===== src/rtl/loader_pkg.sv =====
// Shared types and constants for the instruction-memory loader.
// States, header size and word geometry live here.
package loader_pkg;

  typedef enum logic [2:0] {
    HDR0,
    HDR1,
    DATA,
    WRITE,
    RUN,
    ERR
  } state_e;

  localparam int HDR_BYTES      = 2;
  localparam int BYTES_PER_WORD = 4;
  localparam int CNT_W          = 8 * HDR_BYTES;

endpackage


===== src/rtl/word_assembler.sv =====
// Shifts program bytes into a 32-bit big-endian word and
// tracks how many bytes of the current word have arrived.
module word_assembler
  import loader_pkg::*;
(
  input  logic        clk,
  input  logic        rst,
  input  logic        clear_i,
  input  logic        shift_i,
  input  logic [7:0]  byte_i,
  output logic [31:0] word_o,
  output logic        word_full_o
);

  logic [31:0] word_q, word_d;
  logic [1:0]  cnt_q, cnt_d;

  always_comb begin
    word_d = word_q;
    cnt_d  = cnt_q;
    if (clear_i) begin
      word_d = '0;
      cnt_d  = '0;
    end else if (shift_i) begin
      word_d = {word_q[23:0], byte_i};
      cnt_d  = cnt_q + 2'd1;
    end
  end

  always_ff @(posedge clk or negedge rst) begin
    if (!rst) begin
      word_q <= '0;
      cnt_q  <= '0;
    end else begin
      word_q <= word_d;
      cnt_q  <= cnt_d;
    end
  end

  // High when the next shifted byte completes the word
  assign word_full_o = (cnt_q == 2'(BYTES_PER_WORD - 1));
  assign word_o      = word_q;

endmodule


===== src/rtl/imem_loader.sv =====
// Streams a length-prefixed program into instruction memory
// and holds the CPU in reset until a full program is present.
module imem_loader
  import loader_pkg::*;
#(
  parameter logic [31:0] BASE_ADDR = 32'h0000_0000,
  parameter int          MAX_WORDS = 256
) (
  input  logic        clk,
  input  logic        rst,
  input  logic        byte_valid,
  input  logic [7:0]  byte_data,
  output logic        byte_ready,
  input  logic        reload,
  output logic        initialize,
  output logic [31:0] instruction_initialize_data,
  output logic [31:0] instruction_initialize_address,
  output logic        cpu_rst,
  output logic        done,
  output logic        error
);

  localparam logic [CNT_W-1:0] MAX_N = CNT_W'(MAX_WORDS);

  state_e           state_q, state_d;
  logic [CNT_W-1:0] n_q, n_d;
  logic [CNT_W-1:0] wcnt_q, wcnt_d;
  logic [31:0]      addr_q, addr_d;
  logic             ready_q, ready_d;
  logic             init_q, init_d;
  logic             crst_q, crst_d;
  logic             done_q, done_d;
  logic             err_q, err_d;

  logic             xfer;
  logic             clr, shift;
  logic             word_full;
  logic             run_hold;
  logic [CNT_W-1:0] n_full;

  assign xfer   = byte_valid & ready_q;
  assign n_full = {n_q[15:8], byte_data};

  word_assembler u_asm (
    .clk         (clk),
    .rst         (rst),
    .clear_i     (clr),
    .shift_i     (shift),
    .byte_i      (byte_data),
    .word_o      (instruction_initialize_data),
    .word_full_o (word_full)
  );

  always_comb begin
    state_d = state_q;
    n_d     = n_q;
    wcnt_d  = wcnt_q;
    addr_d  = addr_q;
    clr     = 1'b0;
    shift   = 1'b0;
    unique case (state_q)
      HDR0: begin
        if (xfer) begin
          n_d[15:8] = byte_data;
          state_d   = HDR1;
        end
      end
      HDR1: begin
        if (xfer) begin
          n_d = n_full;
          if (n_full == '0) begin
            state_d = RUN;
          end else if (n_full > MAX_N) begin
            state_d = ERR;
          end else begin
            state_d = DATA;
            wcnt_d  = '0;
            clr     = 1'b1;
          end
        end
      end
      DATA: begin
        if (xfer) begin
          shift = 1'b1;
          if (word_full) state_d = WRITE;
        end
      end
      WRITE: begin
        addr_d  = addr_q + 32'd4;
        wcnt_d  = wcnt_q + 1'b1;
        state_d = (wcnt_d == n_q) ? RUN : DATA;
      end
      RUN: begin
        if (reload) begin
          state_d = HDR0;
          addr_d  = BASE_ADDR;
        end
      end
      ERR: begin
        state_d = ERR;
      end
      default: state_d = HDR0;
    endcase

    // Release lags RUN entry by a cycle; reload drops it at once
    run_hold = (state_q == RUN) && !reload;
    ready_d  = (state_d == HDR0) || (state_d == HDR1) ||
               (state_d == DATA);
    init_d   = (state_d == WRITE);
    done_d   = run_hold;
    crst_d   = !run_hold;
    err_d    = (state_d == ERR);
  end

  always_ff @(posedge clk or negedge rst) begin
    if (!rst) begin
      state_q <= HDR0;
      n_q     <= '0;
      wcnt_q  <= '0;
      addr_q  <= BASE_ADDR;
      ready_q <= 1'b0;
      init_q  <= 1'b0;
      crst_q  <= 1'b1;
      done_q  <= 1'b0;
      err_q   <= 1'b0;
    end else begin
      state_q <= state_d;
      n_q     <= n_d;
      wcnt_q  <= wcnt_d;
      addr_q  <= addr_d;
      ready_q <= ready_d;
      init_q  <= init_d;
      crst_q  <= crst_d;
      done_q  <= done_d;
      err_q   <= err_d;
    end
  end

  assign byte_ready                     = ready_q;
  assign initialize                     = init_q;
  assign instruction_initialize_address = addr_q;
  assign cpu_rst                        = crst_q;
  assign done                           = done_q;
  assign error                          = err_q;

endmodule


===== config.mk =====
export PLATFORM = sky130hd
export DESIGN_NAME = imem_loader
export DESIGN_NICKNAME = d
export VERILOG_FILES = /design/src/rtl/loader_pkg.sv /design/src/rtl/word_assembler.sv /design/src/rtl/imem_loader.sv
export SDC_FILE = /design/constraint.sdc
export NUM_CORES = 1
export LEC_CHECK = 0
export ABC_AREA = 1
export CAP_MARGIN = 10
export CORE_ASPECT_RATIO = 0.5
export CORE_MARGIN = 2
export CORE_UTILIZATION = 40
export DETAILED_ROUTE_END_ITERATION = 10
export GPL_TIMING_DRIVEN = 0
export PLACE_DENSITY = 0.69
export SKIP_LAST_GASP = 1
export SLEW_MARGIN = 10
export SYNTH_ARGS = -nofsm -noshare
export SYNTH_HDL_FRONTEND = slang
export SYNTH_HIERARCHICAL = 1
export SYNTH_SLANG_ARGS = --single-unit

===== constraint.sdc =====
create_clock -name clk -period 3.2 [get_ports clk]
set_input_delay 0.48 -clock clk [delete_from_list [all_inputs] [get_ports clk]]
set_output_delay 0.48 -clock clk [all_outputs]
set_load 0.01 [all_outputs]

# Word-level counts from Yosys, hierarchy flattened
# Cells that the tools add are included.
[op_classes] addsub=3 mul=0 div_mod_pow=0 order_cmp=1 n_eq_ne=15 shifts=0 muxes=27 bitwise=2 reduce_logical=15
[op_table] op="32-bit two-way mux" n=3
[op_table] op="32-bit case mux with 2 select lines" n=1
[op_table] op="16-bit two-way mux" n=3
[op_table] op="32-bit by 3-bit adder with 32-bit output (second input constant)" n=1
[op_table] op="16-bit case mux with 2 select lines" n=1
[op_table] op="3-bit two-way mux" n=8
[op_table] op="3-bit case mux with 6 select lines" n=1
[op_table] op="16-bit by 1-bit adder with 16-bit output (second input constant)" n=1
[op_table] op="16-bit equality test" n=1
[op_table] op="16-bit by 9-bit greater-than comparator with 1-bit output (second input constant)" n=1
[op_table] op="16-bit zero test" n=1
[op_table] op="8-bit case mux with 2 select lines" n=1
[op_table] op="3-bit by 2-bit equality test with 1-bit output (second input constant)" n=4
[op_table] op="3-bit equality test (second input constant)" n=3
[op_table] op="8-bit two-way mux" n=1
[op_table] op="2-bit inequality test (second input constant)" n=4
[op_table] op="3-bit by 1-bit equality test with 1-bit output (second input constant)" n=2
[op_table] op="3-bit zero test" n=2
[op_table] op="1-bit two-way mux" n=6
[op_table] op="2-bit nonzero test" n=3
[op_table] op="2-bit two-way mux" n=2
[op_table] op="2-bit AND reduction" n=2
[op_table] op="4-bit AND reduction" n=1
[op_table] op="3-bit AND reduction" n=1
[op_table] op="7 further kinds" n=9
[word_totals] register_bits=106 latchBits=0 mem_bits_rw=0 mem_bits_ro=0 inputBits=12 mem_count=0

# Depth between registers and ports, before layout
# Gate-level depths: netlist (run 1).
[logic_depth] depth_word=8 depth_mapped=14

# Cells and area by module
# Netlist (run 1), hierarchy kept.
[by_module_without_submodules] module="imem_loader" n_inst=1 cells_per_inst=588 area_per_inst_um2=4310.4 seq_area_each_um2=1752.9
[by_module_without_submodules] module="word_assembler" n_inst=1 cells_per_inst=150 area_per_inst_um2=1382.6 seq_area_each_um2=850.8

# Worst setup path before layout (run 1)
# OpenSTA, ideal clock, no wires.
[synth_path] path_kind="reg2reg" start="reg wcnt_q[0]" end="reg ready_q (netlist: byte_ready)" setup_ps=116 arrival_ps=1607 slack_ps=1477 stages_incl_launch_ff=15 n_path_buf=0 cell_sequence="dfrtp_1 ha_1 nand2_1 nor2_4 nand2_1 nand2_1 nand2_1 nand2_1 nand2_1 nor2_1 nand3_1 nor2_1 nand3_2 nand2_2 nor2_1"
[synth_via] elab_chain_cells=7 elab_cells_between_ends=9 classes_between="add/sub: 1; eq/ne: 3; mux: 2; reduce/logical: 3"
[synth_lines] element="from (decl)" line_no="imem_loader.sv:27" source="logic [CNT_W-1:0] wcnt_q, wcnt_d;"
[synth_lines] element="from (signal assigned)" line_no="imem_loader.sv:129" source="wcnt_q <= wcnt_d;"
[synth_lines] element="16-bit by 1-bit adder with 16-bit output *" line_no="imem_loader.sv:90" source="wcnt_d = wcnt_q + 1'b1;"
[synth_lines] element="16-bit equality test *" line_no="imem_loader.sv:91" source="state_d = (wcnt_d == n_q) ? RUN : DATA;"
[synth_lines] element="3-bit two-way mux *" line_no="imem_loader.sv:91"
[synth_lines] element="3-bit case mux with 6 select lines *" line_no="imem_loader.sv:61" source="unique case (state_q)"
[synth_lines] element="via state_d[2]" line_no="imem_loader.sv:25" source="state_e state_q, state_d;"
[synth_lines] element="3-bit by 1-bit equality test with 1-bit output / 3-bit zero test (equally long branches)" line_no="imem_loader.sv:107" source="ready_d = (state_d == HDR0) || (state_d == HDR1) ||"
[synth_lines] element="1-bit logical OR" line_no="imem_loader.sv:107"
[synth_lines] element="1-bit logical OR *" line_no="imem_loader.sv:107"
[synth_lines] element="via ready_d" line_no="imem_loader.sv:29" source="logic ready_q, ready_d;"
[synth_lines] element="to (signal assigned)" line_no="imem_loader.sv:131" source="ready_q <= ready_d;"
[synth_lines] element="to (decl)" line_no="imem_loader.sv:29"
# Mark *: on every way through the listed nets, which the timed path passes. The rest lies on a longest branch.
# A chain may end at the register's enable or synchronous reset.

# Worst setup path after layout (run 1)
[layout_path] start="in byte_data[2]" end="reg wcnt_q[13]"
[layout_via] elab_chain_cells=3 elab_cells_between_ends=5 classes_between="order compare: 1; eq/ne: 2; reduce/logical: 2"
[layout_lines] element="from (decl)" line_no="imem_loader.sv:12" source="input logic [7:0] byte_data,"
[layout_lines] element="16-bit by 9-bit greater-than comparator with 1-bit output / 16-bit zero test (equally long branches)" line_no="imem_loader.sv:73, imem_loader.sv:71"
[layout_lines] element="2-bit inequality test (no source line)"
[layout_lines] element="4-bit AND reduction (no source line) *"
# Every way passes the cells marked *; elsewhere a longest branch is shown, timed or not.

==> run_results.csv, run 1 <==
group,metric,value,unit
outcome,outcome,"finished, violations left",
outcome,violations,"negative hold slack",
route,ant_nets,0,
synthesis,synthSimpleGateAreaFrac,0.3701,
sta,tightestPinTransition,0.7251,ns
setup_path,cp.required,3.47,ns
run,maxCapViolations,0,
sta,fmax,419.3,MHz
place,io_buffer_count,78,
cells_and_area,fill_cells,1318,
cells_and_area,fin_nets,844,
place,routabilityCongestion,0.8818,
synthesis,ys_ff_latch,104,
setup_path,setup.worst_path.start,"byte_data[2]",
cts,htree_levels,3,
setup_path,cp-end-kind,"flip-flop",
cells_and_area,seq_area,2604,um^2
synthesis,synth_top_area_frac,0.4527,
synthesis,synth_top_family_by_area,"simple AND/OR/NAND/NOR gates",
synthesis,synthTopCellsByArea,"dfrtp_1, nand2_1, nand3_1",
cts,clock-sinks,104,
synthesis,ys_types,38,
cells_and_area,multi_input_area,2654,um^2
cells_and_area,design_area,7058,um^2
die,die_area,15260,um^2
global_route,grt_pass1_wl,23960,um
cts,cts_buffers,9,
cts,path_clk_slew,0.09,ns
pwr,peakVddDrop,0.0003111,V
global_route,grt_overflow,0,
setup_path,path_depth,10,
sta,rsz0062_at_grt,"no",
sta,finalSetupViolations,0,
cts,cts.path.max_buffers,2,
cells_and_area,final_layout_size_suffix_gt1_frac,0.08993,
global_route,grt_antenna_before_repair,0,
route,routed_wl,14330,um
die,core.rowCount,30,
setup_path,cp.buffers_inverters,3,
cts,root_buffer,"clkbuf_16",
global_route,grt_util_all_layers,0.1962,
route,drtIter0Drc,403,
global_route,grt_max_degree,73,
die,fp.coreArea,13740,um^2
setup_path,crit_end,"wcnt_q[13]",
sta,period_minus_slack,2.385,ns
setup_path,path_cells,"clkdlybuf4s50_1, inv_1, nand4_1, nor2_1, o21ai_0, nor2_1, o22ai_2, buf_2, nand2_1, o21ai_0",
synthesis,synth_fa_ha_area_frac,0.006593,
min_path,hold_class,"primary input to asynchronous set/reset pin",
synthesis,synthMuxAreaShare,0,
route,viasPerCell,5.027,
synthesis,netlist_area,5693,um^2
synthesis,synth_xor_xnor_area_share,0.02396,
pwr,p_leak,3.376,nW
setup_path,regToRegStartpoint,"wcnt_q[0]",
cts,cts_hold_buf,0,
synthesis,seq_area_frac_synth,0.4574,
cts,post_cts_buffers,0,
setup_path,crit_slowest_cell,"clkdlybuf4s50_1",
synthesis,synth_warnings,6,
setup_path,max_stage_delay,0.56,ns
route,via_count,5158,
route,wl_per_cell,13.96,um
pwr,finalPower,5.054,mW
setup_path,startpoint_type,"primary input",
cells_and_area,mostFrequentLayoutCells,"nand2_1, dfrtp_1, inv_1",
synthesis,synth-edff-count,0,
cts,ctsResizeCount,0,
place,hpwlAfterDp,10840,um
synthesis,synth.largest_area_cell,"dfrtp_1",
setup_path,cp_top_family,"buffers and inverters",
cells_and_area,mostFrequentLayoutCell,"nand2_1",
die,io_pins,81,
setup_path,cp_data_arrival_time,2.65,ns
sta,worst_clock_skew,0.01239,ns
synthesis,synthFlopType,"dfrtp_1",
sta,finalCritPeriodShare,0.7453,
global_route,grt_pass1_vias,4853,
cells_and_area,fin_util,0.5138,
cts,clk_latency,0.36,ns
cells_and_area,syn_to_final_growth,23.98,%
sta,totalNegativeSetupSlack,0,ns
sta,slew_violations,0,
sta,final_hold_viol_count,1,
setup_path,r2r_cells,14,
synthesis,synth_compound_area_frac,0.06418,
die,start_util,0.4144,
route,drc_errors,0,
route,dr.pass1.iters,5,
sta,slew_headroom,0.5129,
pwr,power_density,716.0,nW/um^2
setup_path,critPathKind,"primary input to flip-flop",
setup_path,worst_r2r_endpoint,"byte_ready",
setup_path,r2r_slack,0.98,ns
synthesis,syn_inst,738,
cells_and_area,n_antenna_cell,0,
setup_path,worstPathMaxFanout,10,
die,die_y,88.36,um
synthesis,avgSynthCellArea,7.714,um^2
cts,cts_tree,"done",
sta,fin_worst_hold_slack,-0.002726,ns
die,die_w,172.7,um
synthesis,synthArstFlopShare,1.000,
place,postPlaceCellArea,6746,um^2
-- cell families (layout without fill, tap and decap cells) --
logic type,count (synthesis),count (layout)
AOI/OAI and AO/OA,66,66
xor gates and xnor gates,14,14
adders and majority gates,3,3
buffers and inverters,104,199
DFF,104,104
other,1,2
and+or+nand+nor,446,446
-- final cells by class --
| class | instances | area share |
|---|---|---|
| clock inverters | 7 | 0.01223 |
| well taps | 192 | 0.03404 |
| repair buffers | 79 | 0.1147 |
| plain buffers | 21 | 0.01808 |
| flip-flops and latches | 104 | 0.3689 |
| inverters | 83 | 0.04414 |
| clock buffers | 9 | 0.03191 |
| multi-input cells | 531 | 0.3760 |
-- report_power, final --
part	leakage, nW	switching [mW]	internal, mW	total [mW]
clock	0.154	0.578	0.571	1.15
combinational	1.87	1.13	0.764	1.90
sequential	1.35	0.375	1.63	2.01
total	3.38	2.09	2.97	5.05
-- per-stage QoR --
step | instances | setup WS [ns] | hold slack (ns)
6_report | 1026 | 0.8150 | -0.002726
3_3_place_gp | 1009 | -2.433 | 0.4560
4_1_cts | 1026 | 0.8422 | 0.001844
5_1_grt | 1026 | 0.6545 | 0.01310
2_1_floorplan | 739 | 1.477 | 0.1844
3_5_place_dp | 1010 | 0.4702 | 0.3924
-- sequential cells by signal, summed over array words and instances, names as in the netlist --
name,flops
wcnt_q,16
n_q,16
error,1
byte_ready,1
state_q,3
u_asm/word_o,32
instruction_initialize_address,30
initialize,1
done,1
cpu_rst,1
u_asm/cnt_q,2
-- routing by layer --
metal	global-route usage	part of all wire	wire length, um	vias to the layer above
li1	-	-	-	2580
met1	0.2711	0.49	7051	2436
met2	0.3198	0.45	6431	128
met3	0.03522	0.048	691	14
met4	0.06163	0.011	154	0
met5	0	0	0	-
-- how the worst min path moves through the flow --
stage                        to  slack [ns]  cells after the start
6_report        u_asm/word_o[2]      -0.003                      1
5_1_grt         u_asm/word_o[2]        0.01                      1
4_1_cts         u_asm/word_o[2]       0.002                      1
3_5_place_dp         wcnt_q[14]        0.39                      1
3_3_place_gp   u_asm/word_o[31]        0.46                      2
2_1_floorplan        byte_ready        0.18                      0
-- cells in the mapped netlist (4+ instances only) --
| cell type | number |
|---|---|
| nand2_1 | 229 |
| dfrtp_1 | 103 |
| inv_1 | 79 |
| nand3_1 | 76 |
| nor2_1 | 51 |
| o21ai_0 | 37 |
| nor3_1 | 26 |
| nand4_1 | 21 |
| a21oi_1 | 16 |
| xor2_1 | 10 |
| buf_2 | 9 |
| nand2_2 | 7 |
| nor2_4 | 6 |
| o31ai_1 | 6 |
| clkbuf_1 | 5 |
| nand3_2 | 5 |
| nor2_2 | 5 |
| nor4_1 | 5 |
| buf_6 | 4 |
| inv_2 | 4 |
| nand3b_1 | 4 |
(Power assumes the default switching activity.)
==> inputs of run 2 (changes only) <==
==> constraint.sdc (replaced) <==
create_clock -name clk -period 2.4 [get_ports clk]
set_input_delay 0.36 -clock clk [delete_from_list [all_inputs] [get_ports clk]]
set_output_delay 0.36 -clock clk [all_outputs]
set_load 0.01 [all_outputs]
==> run_results.csv, run 2 (synthesized netlist as in run 1, its figures left out) <==
group,metric,value,unit
cells_and_area,mostFrequentLayoutCell,"nand2_1",
global_route,grt_util_all_layers,0.1962,
setup_path,cp_data_arrival_time,2.47,ns
run,maxCapViolations,0,
cells_and_area,mostFrequentLayoutCells,"nand2_1, dfrtp_1, inv_1",
cts,root_buffer,"clkbuf_16",
route,via_count,5144,
sta,fmax,450.9,MHz
global_route,grt_max_degree,73,
route,viasPerCell,5.009,
place,io_buffer_count,78,
global_route,grt_pass1_wl,23960,um
setup_path,startpoint_type,"flip-flop",
die,io_pins,81,
setup_path,cp.required,2.65,ns
cells_and_area,final_layout_size_suffix_gt1_frac,0.08982,
global_route,grt_pass1_vias,4857,
sta,finalCritPeriodShare,0.9241,
cts,path_clk_slew,0.08,ns
sta,slew_violations,0,
place,routabilityCongestion,0.8818,
cells_and_area,design_area,7068,um^2
pwr,power_density,953.6,nW/um^2
cells_and_area,fin_util,0.5145,
die,die_w,172.7,um
die,die_area,15260,um^2
cells_and_area,largest_reg_flops,32,
sta,rsz0062_at_grt,"no",
cells_and_area,n_antenna_cell,0,
cts,cts_tree,"done",
pwr,finalPower,6.740,mW
global_route,grt_antenna_before_repair,0,
setup_path,worstPathMaxFanout,7,
sta,worst_clock_skew,0.01299,ns
setup_path,cp-end-kind,"flip-flop",
route,ant_nets,0,
sta,fin_worst_hold_slack,0.4660,ns
sta,slew_headroom,0.4972,
place,postPlaceCellArea,6746,um^2
sta,finalSetupViolations,0,
pwr,peakVddDrop,0.0004165,V
die,die_y,88.36,um
min_path,hold_class,"primary input to asynchronous set/reset pin",
cts,clk_latency,0.36,ns
sta,final_hold_viol_count,0,
route,wl_per_cell,13.89,um
pwr,p_leak,3.380,nW
sta,period_minus_slack,2.218,ns
cells_and_area,fill_cells,1316,
cells_and_area,fin_nets,845,
cts,htree_levels,3,
cts,cts.path.max_buffers,2,
route,routed_wl,14270,um
route,drc_errors,0,
sta,totalNegativeSetupSlack,0,ns
route,drtIter0Drc,391,
place,hpwlAfterDp,10840,um
cells_and_area,syn_to_final_growth,24.15,%
cts,clock-sinks,104,
die,start_util,0.4144,
global_route,grt_overflow,0,
die,core.rowCount,30,
sta,tightestPinTransition,0.7485,ns
route,dr.pass1.iters,5,
setup_path,critPathKind,"flip-flop to flip-flop",
cts,cts_buffers,9,
die,fp.coreArea,13740,um^2
outcome,outcome,"finished clean",
## run 2: changes by cell type in the layout (fill, tap and decap cells not counted), sizes merged
cell         before  now
dlygate4sd3       0    1
## run 2: final cells by class
type                            instances  area [um^2]  area share
Inverter                               83        311.5     0.04408
Sequential cell                       104         2604      0.3684
Clock buffer                            9        225.2     0.03186
Buffer                                 21        127.6     0.01806
Tap cell                              192        240.2     0.03399
Clock inverter                          7        86.33     0.01221
Multi-Input combinational cell        531         2654      0.3755
Timing Repair Buffer                   80        819.5      0.1159
## run 2: per-stage QoR
stage               worst slack [ns]  instances
CTS                           0.1622       1027
global placement              -3.113       1009
global route                 0.02250       1027
finish                        0.1822       1027
detailed placement           -0.2098       1010
floorplan                     0.6769        739
## run 2: per-layer routing
metal	global-route usage	up-vias	part of all wire
met5	0	-	0
met4	0.06163	0	0.011
met3	0.03522	14	0.046
met2	0.3202	106	0.45
met1	0.2708	2440	0.49
li1	-	2584	-
## run 2: path summary, 6_finish.rpt
kind                             startpoint  slack, ns  cells past startpoint               end
setup reg to reg                  wcnt_q[0]       0.18                     14        byte_ready
min in group clk           u_asm/word_o[30]       0.48                      2  u_asm/word_o[30]
setup / recovery                  wcnt_q[0]       0.18                     14        byte_ready
max in group asynchronous               rst       1.24                      3           cpu_rst
hold / removal                          rst       0.47                      2        wcnt_q[14]
hold reg to reg            u_asm/word_o[30]       0.48                      2  u_asm/word_o[30]
## run 2: where the power goes
part / internal [mW] / switching (mW)
Clock: 0.761 / 0.773
Combinational: 1.02 / 1.51
Sequential: 2.18 / 0.501
Total: 3.96 / 2.78
## run 2: what timing repair did
action                                  4_1_cts  5_1_grt
hold buffers                                  1        0
gates resized for setup                       0        1
endpoints found under the setup margin        0        4
setup buffers                                 0        0
endpoints found under the hold margin        32        0
## run 2: critical path: stages, from the launching register on
cell     delay [ns]
dfrtp_1        0.48
ha_1           0.24
nand2_1        0.12
nor2_4         0.18
nand2_1        0.10
nand3_1        0.08
nand2_1        0.05
inv_1          0.04
nand2_1        0.04
nor2_1         0.18
nand3_1        0.12
nor2_2         0.22
nand3_2        0.13
nand2_2        0.09
nor2_1         0.04
